File: src/rtl/mac_pipe.sv
`default_nettype none
// ============================================================================
// Module   : mac_pipe
// Brief    : Two-stage unsigned multiply-add / frame-accumulate pipeline with
//            valid/ready handshakes and saturation of the registered result.
// Revision : 1.0
// ============================================================================
module mac_pipe #(
    parameter int input_size  = 8,
    parameter int output_size = 16,
    parameter int acc_len     = 4
) (
    input  logic                   clk,
    input  logic                   rst_n,
    input  logic                   in_valid,
    output logic                   in_ready,
    input  logic [input_size-1:0]  x,
    input  logic [input_size-1:0]  y,
    input  logic [input_size-1:0]  z,
    input  logic                   mode,
    output logic                   out_valid,
    input  logic                   out_ready,
    output logic [output_size-1:0] DATA_OUT,
    output logic                   sat
);

    localparam int c_pw = 2 * input_size;
    localparam int c_cw = $clog2(acc_len);
    localparam int c_aw = c_pw + c_cw + 1;
    localparam int c_sw = ((c_aw > output_size) ? c_aw : output_size) + 1;
    localparam logic [c_cw-1:0] c_last = c_cw'(acc_len - 1);
    localparam logic [c_sw-1:0] c_max  = c_sw'({output_size{1'b1}});

    logic                   w_stall;
    logic                   r_s1_valid;
    logic [c_pw-1:0]        r_s1_p;
    logic [input_size-1:0]  r_s1_z;
    logic                   r_s1_mode;
    logic [c_aw-1:0]        r_acc;
    logic [c_cw-1:0]        r_count;
    logic                   r_last_mode;

    logic                   w_fresh;
    logic [c_aw-1:0]        w_acc_base;
    logic [c_cw-1:0]        w_cnt_base;
    logic [c_sw-1:0]        w_sum;
    logic                   w_frame_end;
    logic                   w_sat;
    logic [output_size-1:0] w_result;

    assign w_stall  = out_valid && !out_ready;
    assign in_ready = !w_stall;

    // A mode switch at stage 2 drops any partial frame before this beat is used.
    always_comb begin
        w_fresh     = (r_s1_mode != r_last_mode);
        w_acc_base  = w_fresh ? '0 : r_acc;
        w_cnt_base  = w_fresh ? '0 : r_count;
        w_sum       = r_s1_mode ? (c_sw'(w_acc_base) + c_sw'(r_s1_p))
                                : (c_sw'(r_s1_p) + c_sw'(r_s1_z));
        w_frame_end = r_s1_mode && (w_cnt_base == c_last);
        w_sat       = (w_sum > c_max);
        w_result    = w_sat ? '1 : w_sum[output_size-1:0];
    end

    always_ff @(posedge clk or negedge rst_n) begin
        if (!rst_n) begin
            r_s1_valid  <= 1'b0;
            r_s1_p      <= '0;
            r_s1_z      <= '0;
            r_s1_mode   <= 1'b0;
            r_acc       <= '0;
            r_count     <= '0;
            r_last_mode <= 1'b0;
            out_valid   <= 1'b0;
            DATA_OUT    <= '0;
            sat         <= 1'b0;
        end else if (!w_stall) begin
            r_s1_valid <= in_valid;
            if (in_valid) begin
                r_s1_p    <= c_pw'(x) * c_pw'(y);
                r_s1_z    <= z;
                r_s1_mode <= mode;
            end

            if (r_s1_valid) begin
                r_last_mode <= r_s1_mode;
                if (!r_s1_mode || w_frame_end) begin
                    out_valid <= 1'b1;
                    DATA_OUT  <= w_result;
                    sat       <= w_sat;
                    r_acc     <= '0;
                    r_count   <= '0;
                end else begin
                    out_valid <= 1'b0;
                    r_acc     <= w_sum[c_aw-1:0];
                    r_count   <= w_cnt_base + c_cw'(1);
                end
            end else begin
                out_valid <= 1'b0;
            end
        end
    end

endmodule
`default_nettype wire

File: config.mk
export PLATFORM = sky130hd
export DESIGN_NAME = mac_pipe
export DESIGN_NICKNAME = d
export VERILOG_FILES = /design/src/rtl/mac_pipe.sv
export SDC_FILE = /design/constraint.sdc
export NUM_CORES = 1
export LEC_CHECK = 0
export CAP_MARGIN = 0
export CORE_MARGIN = 5
export CORE_UTILIZATION = 60
export CTS_BUF_LIST = sky130_fd_sc_hd__clkbuf_16
export CTS_CLUSTER_DIAMETER = 50
export DETAILED_ROUTE_END_ITERATION = 16
export GPL_ROUTABILITY_DRIVEN = 0
export HOLD_SLACK_MARGIN = 0.12
export PLACE_DENSITY_LB_ADDON = 0.08
export SLEW_MARGIN = 20
export SYNTH_ARGS = -nofsm -noshare
export SYNTH_HDL_FRONTEND = slang
export SYNTH_SLANG_ARGS = --single-unit
File: constraint.sdc
create_clock -name clk -period 3.8 [get_ports clk]
set_input_delay 0.57 -clock clk [delete_from_list [all_inputs] [get_ports clk]]
set_output_delay 0.57 -clock clk [all_outputs]
set_load 0.005 [all_outputs]
After elaboration in Yosys (flattened, before gate mapping)
Cells that the tools add are included.
{"block": "word_totals", "word_cells": 35, "register_bits": 66, "input_bits": 29, "output_inout_bits": 19}
{"block": "op_classes", "n_reduce_logical": 9, "n_mux": 8, "n_lt_le_gt_ge": 1, "addsub": 3, "n_eq_ne": 2, "n_bitwise": 1, "n_mul": 1}
{"operator": "$mux W19", "n": 2}
{"operator": "$add A19 B16 Y20", "n": 1}
{"operator": "$gt A20 B16 Y1 const B", "n": 1}
{"operator": "$mux W20", "n": 1}
{"operator": "$add A16 B8 Y17", "n": 1}
{"operator": "$mul A8 B8 Y16", "n": 1}
{"operator": "$mux W16", "n": 1}
{"operator": "$mux W2", "n": 2}
{"operator": "$reduce_and A2 Y1", "n": 2}
{"operator": "$logic_not A1 Y1", "n": 3}
{"operator": "$reduce_and A3 Y1", "n": 1}
{"operator": "$add A2 B1 Y2 const B", "n": 1}
{"operator": "$eq A2 B2 Y1 const B", "n": 1}
{"operator": "$logic_and A1 B1 Y1", "n": 2}
{"operator": "$mux W1", "n": 2}
{"operator": "$logic_or A1 B1 Y1", "n": 1}
{"operator": "$ne A1 B1 Y1", "n": 1}
{"operator": "$not A1 Y1", "n": 1}

Longest topological paths before layout
Gate-level depths: netlist of the first run.
{"block": "logic_depth", "word_depth": 7, "depth_mapped": 17, "depth_no_buf": 17}

Least setup slack after synthesis of the first run
Ideal clock, no wire load.
{"block": "synth_path", "path_type": "input -> register", "start": "input port x[3]", "end": "register r_s1_p[13]", "t_required_ns": 3.675, "n_path_buf": 0, "stages": 17, "setup_time_ns": 0.125, "setup_slack_ns": -0.505, "arrival_ns": 4.180, "path_cell_list": "and2_1 fa_1 inv_1 fa_1 inv_1 fa_1 inv_1 fa_1 inv_1 ha_1 inv_1 a21oi_1 o211ai_1 a21oi_1 nor3_1 xnor2_1 mux2_2"}
{"block": "synth_between", "elab_chain_cells": 1}
{"element": "start, declared", "line_no": "17", "source": "input logic [input_size-1:0] x,"}
{"element": "$mul A8 B8 Y16", "line_no": "81", "source": "r_s1_p <= c_pw'(x) * c_pw'(y);"}
{"element": "end signal, assigned", "line_no": "81"}
{"element": "end, declared", "line_no": "36", "source": "logic [c_pw-1:0] r_s1_p;"}
Every way passes these cells.
A chain may end at the register's enable or synchronous reset.

Worst setup path in the final report of the first run
{"block": "layout_path", "start": "input port y[3]", "end": "register r_s1_p[13]"}
{"block": "layout_between", "elab_chain_cells": 1}
{"element": "start, declared", "line_no": "18", "source": "input logic [input_size-1:0] y,"}
{"element": "$mul A8 B8 Y16", "line_no": "81"}
Every way passes these cells.

==> results_tabular.tex, run 1 <==
\begin{tabular}{lr}
\hline
Metric & Value \\
\hline
\multicolumn{2}{l}{\textbf{Routing}} \\
\quad Drt pass-1 iters & 4 \\
\quad Post-detailed-route count of antenna-violating nets & 0 \\
\quad Total number of vias & $\sim$5300 \\
\quad Final routed DRC violation total & 0 \\
\quad WL/cell & 15.6 um \\
\quad Final routed wirelength across all metal layers & 14500 um \\
\quad Vias per Instance & 5.65 \\
\quad Number of violations reported at the end of detailed-routing iteration 0 & 301 \\
\multicolumn{2}{l}{\textbf{Min path}} \\
\quad Class of the tightest hold or removal check & in2async \\
\multicolumn{2}{l}{\textbf{CTS}} \\
\quad H-tree depth & 3 \\
\quad Clock tree buffer depth & 2 \\
\quad Hold\_buf cts & 0 \\
\quad Num CTS Buffers & 9 \\
\quad Clock tree from TritonCTS & done \\
\quad CTS Sinks & 66 \\
\quad Cell at the root of the clock tree & clkbuf\_16 \\
\quad Clock-pin transition on the worst setup and hold timing paths & $\sim$60 ps \\
\quad Latest clock arrival within the worst-skew pair & 340 ps \\
\multicolumn{2}{l}{\textbf{Timing}} \\
\quad Worst setup margin & -222 ps \\
\quad Shortest period the worst path allows & 4020 ps \\
\quad Actual slew at the worst max-slew pin & 1070 ps \\
\quad Relative slew slack & 28.8\% \\
\quad Upper clock frequency limit & 0.249 GHz \\
\quad Total count of max-transition violations in the final report & 0 \\
\quad Post-route fraction of the period consumed by the critical path & 106\% \\
\quad Total count of hold-check failures in the final report & 0 \\
\quad RSZ-0062 raised after global routing & true \\
\quad Setup clock skew after layout & 6.26 ps \\
\quad Setup TNS Final & -551 ps \\
\quad Final setup viols & 5 \\
\multicolumn{2}{l}{\textbf{Yosys}} \\
\quad Distinct cells, synth & 53 \\
\quad Count of yosys warnings during synthesis & 0 \\
\quad Predominant post-synthesis flop cell & dfrtp\_1 \\
\quad Flip-flop and latch count after synthesis & 66 \\
\quad EDFF count, synth & 0 \\
\quad Cells after Synth & 696 \\
\quad Share of synthesized flip-flops with an asynchronous set or reset & 100\% \\
\quad Largest cells by area after synthesis & dfrtp\_1 26\%, ha\_1 12\%, fa\_1 12\% \\
\quad Post-Synthesis Cell Area & approximately 0.0062 mm2 \\
\quad Mapped Nets & 824 \\
\quad Area share of the largest cell type after synthesis & 26.5\% \\
\quad Sequential share of the synthesized area & 26.5\% \\
\quad Largest area contributor in the netlist & dfrtp\_1 \\
\quad Synth Area per Inst & 8.96 um2 \\
\multicolumn{2}{l}{\textbf{Critical path}} \\
\quad Number of cells on the worst reg-to-reg path & 14 \\
\quad Critical path class & in2reg \\
\quad Data arrival time of the worst path & 4240 ps \\
\quad Critical path launch point type & input port \\
\quad Max Fanout on Critical Path & 5 \\
\quad Type of destination of the critical path & flop \\
\quad Required time reported for the critical path endpoint & 4020 ps \\
\multicolumn{2}{l}{\textbf{Power and ir drop}} \\
\quad Worst vdd ir & approximately 320 uV \\
\quad Leak & 3.67 nW \\
\quad Pwr/cell area & approximately 700 mW/mm2 \\
\quad Sum of internal, switching and leakage power & 5.23 mW \\
\multicolumn{2}{l}{\textbf{Global routing}} \\
\quad Initial antenna violation count & 0 \\
\quad Total track usage & between 20\% and 30\% \\
\quad Pin count of the biggest net entering global routing & 35 \\
\quad Wire length of the first global-routing pass & 25100 um \\
\quad Residual overflow from global routing & 0 \\
\quad Vias in the first global route & 5508 \\
\multicolumn{2}{l}{\textbf{Floorplanning}} \\
\quad Initial core utilization & 61.0\% \\
\quad Core ar. & 0.0102 mm2 \\
\quad X dimension of the die & 112 um \\
\quad Total die area & roughly 0.013 mm2 \\
\quad Y dimension of the die & between 100 and 150 um \\
\quad \# rows & 37 \\
\quad Number of primary I/O pins & 48 \\
\multicolumn{2}{l}{\textbf{Finish}} \\
\quad NumNets Final & 917 \\
\quad Post-route standard cell area excluding fillers & around 0.0077 mm2 \\
\quad Signed area change from the synthesized netlist to the final layout & 23.2\% \\
\quad Diodes inserted & 0 \\
\quad Fraction of final layout cells with drive strength greater than 1 & 19.9\% \\
\multicolumn{2}{l}{\textbf{Run status}} \\
\quad Violations in the final reports & setup timing \\
\quad Status & finished with violations \\
\multicolumn{2}{l}{\textbf{Placed design}} \\
\quad Placed instance area & 0.00724 mm2 \\
\quad Final HPWL DP & 11400 um \\
\quad Count of port buffers added during placement & 47 \\
\multicolumn{2}{l}{\textbf{Flow run}} \\
\quad Total of max-cap violations & 0 \\
\hline
\end{tabular}
==> per-stage QoR <==
| stage | worst slack [ps] | util (%) | cells | hold slack [ps] |
|---|---|---|---|---|
| after floorplan | -288 | - | 696 | 274 |
| after global placement | -915 | 70.8 | 910 | 441 |
| after detailed placement | -1060 | 70.8 | 910 | 467 |
| after CTS | -295 | 74.2 | 927 | 310 |
| after global routing | -330 | 75.1 | 930 | 352 |
| final | -222 | 75.1 | 930 | 285 |
==> synthesized netlist by cell type (all sizes together), types with 2 or more instances <==
| cell | number |
|---|---|
| fa | 38 |
| a22o | 7 |
| or3 | 2 |
| nand2b | 6 |
| nand2 | 75 |
| nor2 | 41 |
| and3b | 2 |
| o31a | 3 |
| o21a | 4 |
| nor4 | 4 |
| a41oi | 2 |
| o21bai | 3 |
| dfrtp | 66 |
| a21o | 10 |
| and2 | 70 |
| a31oi | 5 |
| buf | 2 |
| inv | 67 |
| o211ai | 8 |
| nand3 | 9 |
| nor2b | 3 |
| a211oi | 5 |
| xor2 | 15 |
| ha | 61 |
| clkbuf | 14 |
| xnor2 | 23 |
| mux2 | 14 |
| o21ai | 48 |
| and3 | 7 |
| nor3 | 8 |
| a211o | 4 |
| mux2i | 5 |
| o31ai | 5 |
| nand4 | 7 |
| a21oi | 43 |
==> registers in the layout, summed over array words and instances, names as in the netlist <==
register and flops:
r_last_mode 1, r_count 2, out_valid 1, r_s1_mode 1, r_s1_z 8, DATA_OUT 16, r_s1_p 16, r_s1_valid 1
sat 1, r_acc 19
==> layer usage <==
| metal | track usage (%) | part of all wire [%] | vias up | wire (um) |
|---|---|---|---|---|
| li1 | - | - | 2560 | - |
| met2 | 43.8 | 53 | 108 | 7640 |
| met4 | 8.33 | 1.8 | 0 | 257 |
| met1 | 29.1 | 41 | 2568 | 5930 |
| met5 | 0 | 0 | - | 0 |
| met3 | 4.08 | 4.5 | 21 | 658 |
==> layout make-up <==
cell class	count	area, um2
clock inverters	7	92.6
inverters	67	251
well taps	136	170
fillers	748	2540
multi-input cells	547	4450
clock buffers	9	225
repair buffers	98	843
flip-flops and latches	66	1650
==> timing repair <==
| action | 4_1_cts | 5_1_grt |
|---|---|---|
| resized for setup | 85 | 24 |
| setup endpoints to repair | 10 | 11 |
| pin swaps | 29 | 31 |
| setup buffers | 1 | 3 |
==> worst max-delay path, stage by stage <==
cell      delay (ps)
buf_8            100
and2_4           150
fa_1             520
inv_1             50
fa_1             490
inv_2             40
fa_1             480
inv_2             40
fa_1             500
inv_2             50
ha_4             260
inv_2             40
a21oi_2          110
o211ai_1         160
a21oi_2          240
nor3_2            60
xnor2_1          120
mux2_4           270
==> placed cells by master (no fill, tap or decap), types with 5 or more instances in the layout <==
cell type        netlist  final
nand3_1                9      9
and2_4                 0     11
nor3_1                 8      7
xnor2_1               23     23
nand2_1               75     72
inv_2                  1     13
and2_1                70     59
a21oi_1               33     27
xor2_1                15     15
buf_6                  1      6
mux2_2                14     13
ha_1                  61     56
o21ai_1                2      8
mux2i_1                5      5
nand4_1                6      6
ha_4                   0      5
a22o_1                 7      7
and3_1                 7      7
a21o_1                10     10
dfrtp_1               66     66
fa_1                  38     35
a31oi_1                5      5
o21ai_0               46     38
buf_2                  0      7
buf_4                  0     50
a21oi_2                9     14
o211ai_1               7      7
clkdlybuf4s50_1        0     30
nand2b_1               6      6
clkbuf_16              0      9
inv_1                 66     54
nor2_1                41     41
==> where the power goes <==
| group | internal (mW) | switching, mW | total [mW] | leakage, nW |
|---|---|---|---|---|
| logic | 1.50 | 1.65 | 3.15 | 2.71 |
| registers | 0.975 | 0.223 | 1.20 | 0.808 |
| clock network | 0.572 | 0.313 | 0.886 | 0.149 |
| total | 3.04 | 2.19 | 5.23 | 3.67 |
==> worst paths after layout <==
kind | slack, ps | endpoint | from
min in group clk | 470 | r_acc[12] | r_acc[12]
hold reg to reg | 470 | r_acc[12] | r_acc[12]
max in group asynchronous | 2590 | r_s1_z[0] | rst_n
setup / recovery | -220 | r_s1_p[13] | y[3]
setup reg to reg | 240 | DATA_OUT[0] | r_last_mode
hold / removal | 290 | DATA_OUT[15] | rst_n
==> logic make-up (layout without fill, tap and decap cells) <==
family | after synthesis | count (layout) | synth area share (%)
buffers and inverters | 83 | 181 | 5.12
xor gates and xnor gates | 38 | 38 | 5.34
and+or+nand+nor | 237 | 237 | 19.0
muxes | 19 | 19 | 3.33
AOI/OAI and AO/OA | 154 | 154 | 16.3
DFF | 66 | 66 | 26.5
adders and majority gates | 99 | 99 | 24.4
Power figures use the tool's default switching activity.
==> inputs of run 2 (changes only) <==
--- a/config.mk
+++ b/config.mk
@@ -6,7 +6,6 @@
 export NUM_CORES = 1
 export LEC_CHECK = 0
 export CAP_MARGIN = 0
-export CORE_MARGIN = 5
 export CORE_UTILIZATION = 60
 export CTS_BUF_LIST = sky130_fd_sc_hd__clkbuf_16
 export CTS_CLUSTER_DIAMETER = 50
==> constraint.sdc (replaced) <==
create_clock -name clk -period 4.56 [get_ports clk]
set_input_delay 0.684 -clock clk [delete_from_list [all_inputs] [get_ports clk]]
set_output_delay 0.684 -clock clk [all_outputs]
set_load 0.005 [all_outputs]
==> run 2 against run 1 <==
Compared with the run above: the flow now finishes without violations; critical path depth decreased by 1; largest cell class unchanged; critical path type unchanged; clock-buffer cell count stayed put; total power is 23% lower; critical endpoint unchanged; sequential power down 17%; clock power decreased by 33%.
==> results_tabular.tex, run 2 (synthesis results as in run 1) <==
\begin{tabular}{lr}
\hline
Metric & Value \\
\hline
\multicolumn{2}{l}{\textbf{Finish}} \\
\quad Highest-count cells in the layout ignoring fill and taps & 75 x nand2\_1, 67 x and2\_1, 67 x inv\_1 (was 72 x nand2\_1, 66 x dfrtp\_1, 59 x and2\_1) \\
\quad Most common cell after layout, fill and taps aside & nand2\_1 (unchanged) \\
\quad Sequential cell area & 0.00165 mm2 (unchanged) \\
\quad Fraction of final layout cells with drive strength greater than 1 & 13.3\% (was 19.9\%) \\
\quad Post-route standard cell area excluding fillers & 0.00742 mm2 (was 0.00769 mm2) \\
\quad Registers with the most flip-flops & r\_acc x19, DATA\_OUT x16, r\_s1\_p x16 (unchanged) \\
\quad Multi-input gate area & 0.00434 mm2 (was 0.00445 mm2) \\
\quad Signed area change from the synthesized netlist to the final layout & 18.9\% (was 23.2\%) \\
\quad Number of fill cells in the layout & 776 (was 748) \\
\quad Register with the most flip-flops & r\_acc (unchanged) \\
\quad Max reg flops & 19 (unchanged) \\
\quad NumNets Final & 907 (was 917) \\
\quad Layout Cells excl Fill & 916 (was 930) \\
\quad Diodes inserted & 0 (unchanged) \\
\quad Utilization after layout & 74.9\% (was 75.1\%) \\
\multicolumn{2}{l}{\textbf{Global routing}} \\
\quad Pin count of the biggest net entering global routing & 45 (was 35) \\
\quad Residual overflow from global routing & 0 (unchanged) \\
\quad Wire length of the first global-routing pass & 24400 um (was 25100 um) \\
\quad Total track usage & 27.7\% (was 24.2\%) \\
\quad Vias in the first global route & 5262 (was 5508) \\
\quad Initial antenna violation count & 0 (unchanged) \\
\multicolumn{2}{l}{\textbf{CTS}} \\
\quad Clock-pin transition on the worst setup and hold timing paths & 50 ps (was 60 ps) \\
\quad Latest clock arrival within the worst-skew pair & 330 ps (was 340 ps) \\
\quad Hold\_buf cts & 0 (unchanged) \\
\quad Clock tree buffer depth & 2 (unchanged) \\
\quad H-tree depth & 3 (unchanged) \\
\quad Num CTS Buffers & 9 (unchanged) \\
\quad CTS Sinks & 66 (unchanged) \\
\quad Cell at the root of the clock tree & clkbuf\_16 (unchanged) \\
\quad Clock tree from TritonCTS & done (unchanged) \\
\multicolumn{2}{l}{\textbf{Timing}} \\
\quad Post-route fraction of the period consumed by the critical path & 96.3\% \\
\quad Final setup viols & 0 (was 5) \\
\quad Actual slew at the worst max-slew pin & 937 ps (was 1070 ps) \\
\quad Shortest period the worst path allows & 4390 ps \\
\quad Total count of hold-check failures in the final report & 0 (unchanged) \\
\quad Setup clock skew after layout & 10.6 ps (was 6.26 ps) \\
\quad Worst setup margin & 169 ps (was -222 ps) \\
\quad Total count of max-transition violations in the final report & 0 (unchanged) \\
\quad Upper clock frequency limit & 0.228 GHz \\
\quad Setup TNS Final & 0 ps (was -551 ps) \\
\quad Relative slew slack & 37.5\% (was 28.8\%) \\
\quad Hold slack final & 476 ps (was 285 ps) \\
\multicolumn{2}{l}{\textbf{Floorplanning}} \\
\quad \# rows & 36 (was 37) \\
\quad X dimension of the die & 104 um (was 112 um) \\
\quad Initial core utilization & 62.9\% (was 61.0\%) \\
\quad Total die area & 0.0108 mm2 (was 0.0125 mm2) \\
\quad Y dimension of the die & 104 um (was 112 um) \\
\quad Number of primary I/O pins & 48 (unchanged) \\
\quad Core ar. & 0.00991 mm2 (was 0.0102 mm2) \\
\multicolumn{2}{l}{\textbf{Power and ir drop}} \\
\quad Cell Int Power & 2.33 mW (was 3.04 mW) \\
\quad Leak & 3.56 nW (was 3.67 nW) \\
\quad Proportion of total power due to net switching & 42.5\% (was 41.8\%) \\
\quad Part of the total power dissipated in combinational logic & 60.7\% (was 60.2\%) \\
\quad Sum of internal, switching and leakage power & 4.05 mW (was 5.23 mW) \\
\quad Sequential group share of total power & 24.6\% (was 22.9\%) \\
\quad Pwr/cell area & 546 mW/mm2 (was 681 mW/mm2) \\
\quad Worst vdd ir & 298 uV (was 325 uV) \\
\quad Net switching power of the design & 1.72 mW (was 2.19 mW) \\
\quad Clock network fraction of design power & 14.7\% (was 16.9\%) \\
\multicolumn{2}{l}{\textbf{Critical path}} \\
\quad CP startpoint & x[2] (was y[3]) \\
\quad Number of cells on the worst reg-to-reg path & 12 (was 14) \\
\quad Type of destination of the critical path & flop (unchanged) \\
\quad Max Fanout on Critical Path & 7 (was 5) \\
\quad Critical path class & in2reg (unchanged) \\
\quad Critical path launch point type & input port (unchanged) \\
\quad Origin of the critical flop-to-flop path & r\_last\_mode (unchanged) \\
\quad Data arrival time of the worst path & 4600 ps (was 4240 ps) \\
\quad Required time reported for the critical path endpoint & 4770 ps (was 4020 ps) \\
\quad Worst R2R Setup Slack & 460 ps (was 240 ps) \\
\quad Worst flop-to-flop path endpoint & DATA\_OUT[14] (was DATA\_OUT[0]) \\
\multicolumn{2}{l}{\textbf{Routing}} \\
\quad Drt pass-1 iters & 5 (was 4) \\
\quad Vias per Instance & 5.71 (was 5.65) \\
\quad Total number of vias & 5229 (was 5257) \\
\quad Post-detailed-route count of antenna-violating nets & 0 (unchanged) \\
\quad WL/cell & 15.4 um (was 15.6 um) \\
\quad Final routed wirelength across all metal layers & 14100 um (was 14500 um) \\
\quad Final routed DRC violation total & 0 (unchanged) \\
\quad Number of violations reported at the end of detailed-routing iteration 0 & 245 (was 301) \\
\multicolumn{2}{l}{\textbf{Min path}} \\
\quad Hold Path Stages & 2 \\
\quad Class of the tightest hold or removal check & reg2reg (was in2async) \\
\quad Hold wc startpoint & r\_acc[2] \\
\quad Min-Delay Endpoint & r\_acc[2] \\
\multicolumn{2}{l}{\textbf{Placed design}} \\
\quad Final HPWL DP & 11000 um (was 11400 um) \\
\quad Count of port buffers added during placement & 47 (unchanged) \\
\quad Inst Count DP & 900 (was 910) \\
\quad Worst-case setup slack after placement & -558 ps (was -1060 ps) \\
\quad Placed instance area & 0.00710 mm2 (was 0.00724 mm2) \\
\multicolumn{2}{l}{\textbf{Run status}} \\
\quad Status & complete, no violations (was finished with violations) \\
\multicolumn{2}{l}{\textbf{Flow run}} \\
\quad Total of max-cap violations & 0 (unchanged) \\
\hline
\end{tabular}
==> run 2: area by class of cell <==
| type | instances | area share, % |
|---|---|---|
| Multi-Input combinational cell | 547 | 58.5 |
| Tap cell | 133 | 2.24 |
| Inverter | 67 | 3.39 |
| Clock inverter | 6 | 0.388 |
| Clock buffer | 9 | 3.04 |
| Timing Repair Buffer | 88 | 10.1 |
| Sequential cell | 66 | 22.3 |
==> run 2: power by group through the flow <==
stage	Sequential (mW)	Clock [mW]	Combinational (mW)
after floorplan	0.952	0	1.64
after global placement	0.986	0	2.26
after detailed placement	0.998	0	2.34
after CTS	0.992	0.599	2.40
after global routing	1.02	0.633	2.76
final	0.996	0.595	2.46
==> run 2: how the worst max path moves through the flow <==
stage / cells past startpoint / slack, ps / endpoint
after detailed placement: 16 / -560 / r_s1_p[13]
final: 17 / 170 / r_s1_p[13]
after global routing: 17 / -10 / r_s1_p[13]
after global placement: 16 / -450 / r_s1_p[13]
after floorplan: 17 / 140 / r_s1_p[13]
after CTS: 17 / 120 / r_s1_p[13]
==> run 2: critical path, stage by stage <==
cell and delay, ps:
clkdlybuf4s15_1 310, nand2_1 110, fa_1 460, fa_1 550, inv_1 60, fa_1 520
inv_1 50, fa_1 530, inv_1 60, ha_4 260, inv_2 40, a21oi_2 120
o211ai_1 130, a21oi_2 240, nor3_2 80, xnor2_1 120, mux2_2 260
==> run 2: metal layers <==
layer / routed length (um) / vias to the layer above / part of all wire [%] / GRT usage (%)
li1: - / 2539 / - / -
met1: 5960 / 2549 / 42 / 33.9
met2: 7410 / 122 / 52 / 50.6
met3: 523 / 19 / 3.7 / 3.07
met4: 238 / 0 / 1.7 / 8.98
met5: 0 / - / 0 / 0
==> run 2: repair_timing <==
action,CTS,global route
gates resized for setup,22,18
endpoints found under the setup margin,6,6
endpoints found under the hold margin,0,0
pin swaps,5,8
buffers inserted,0,1
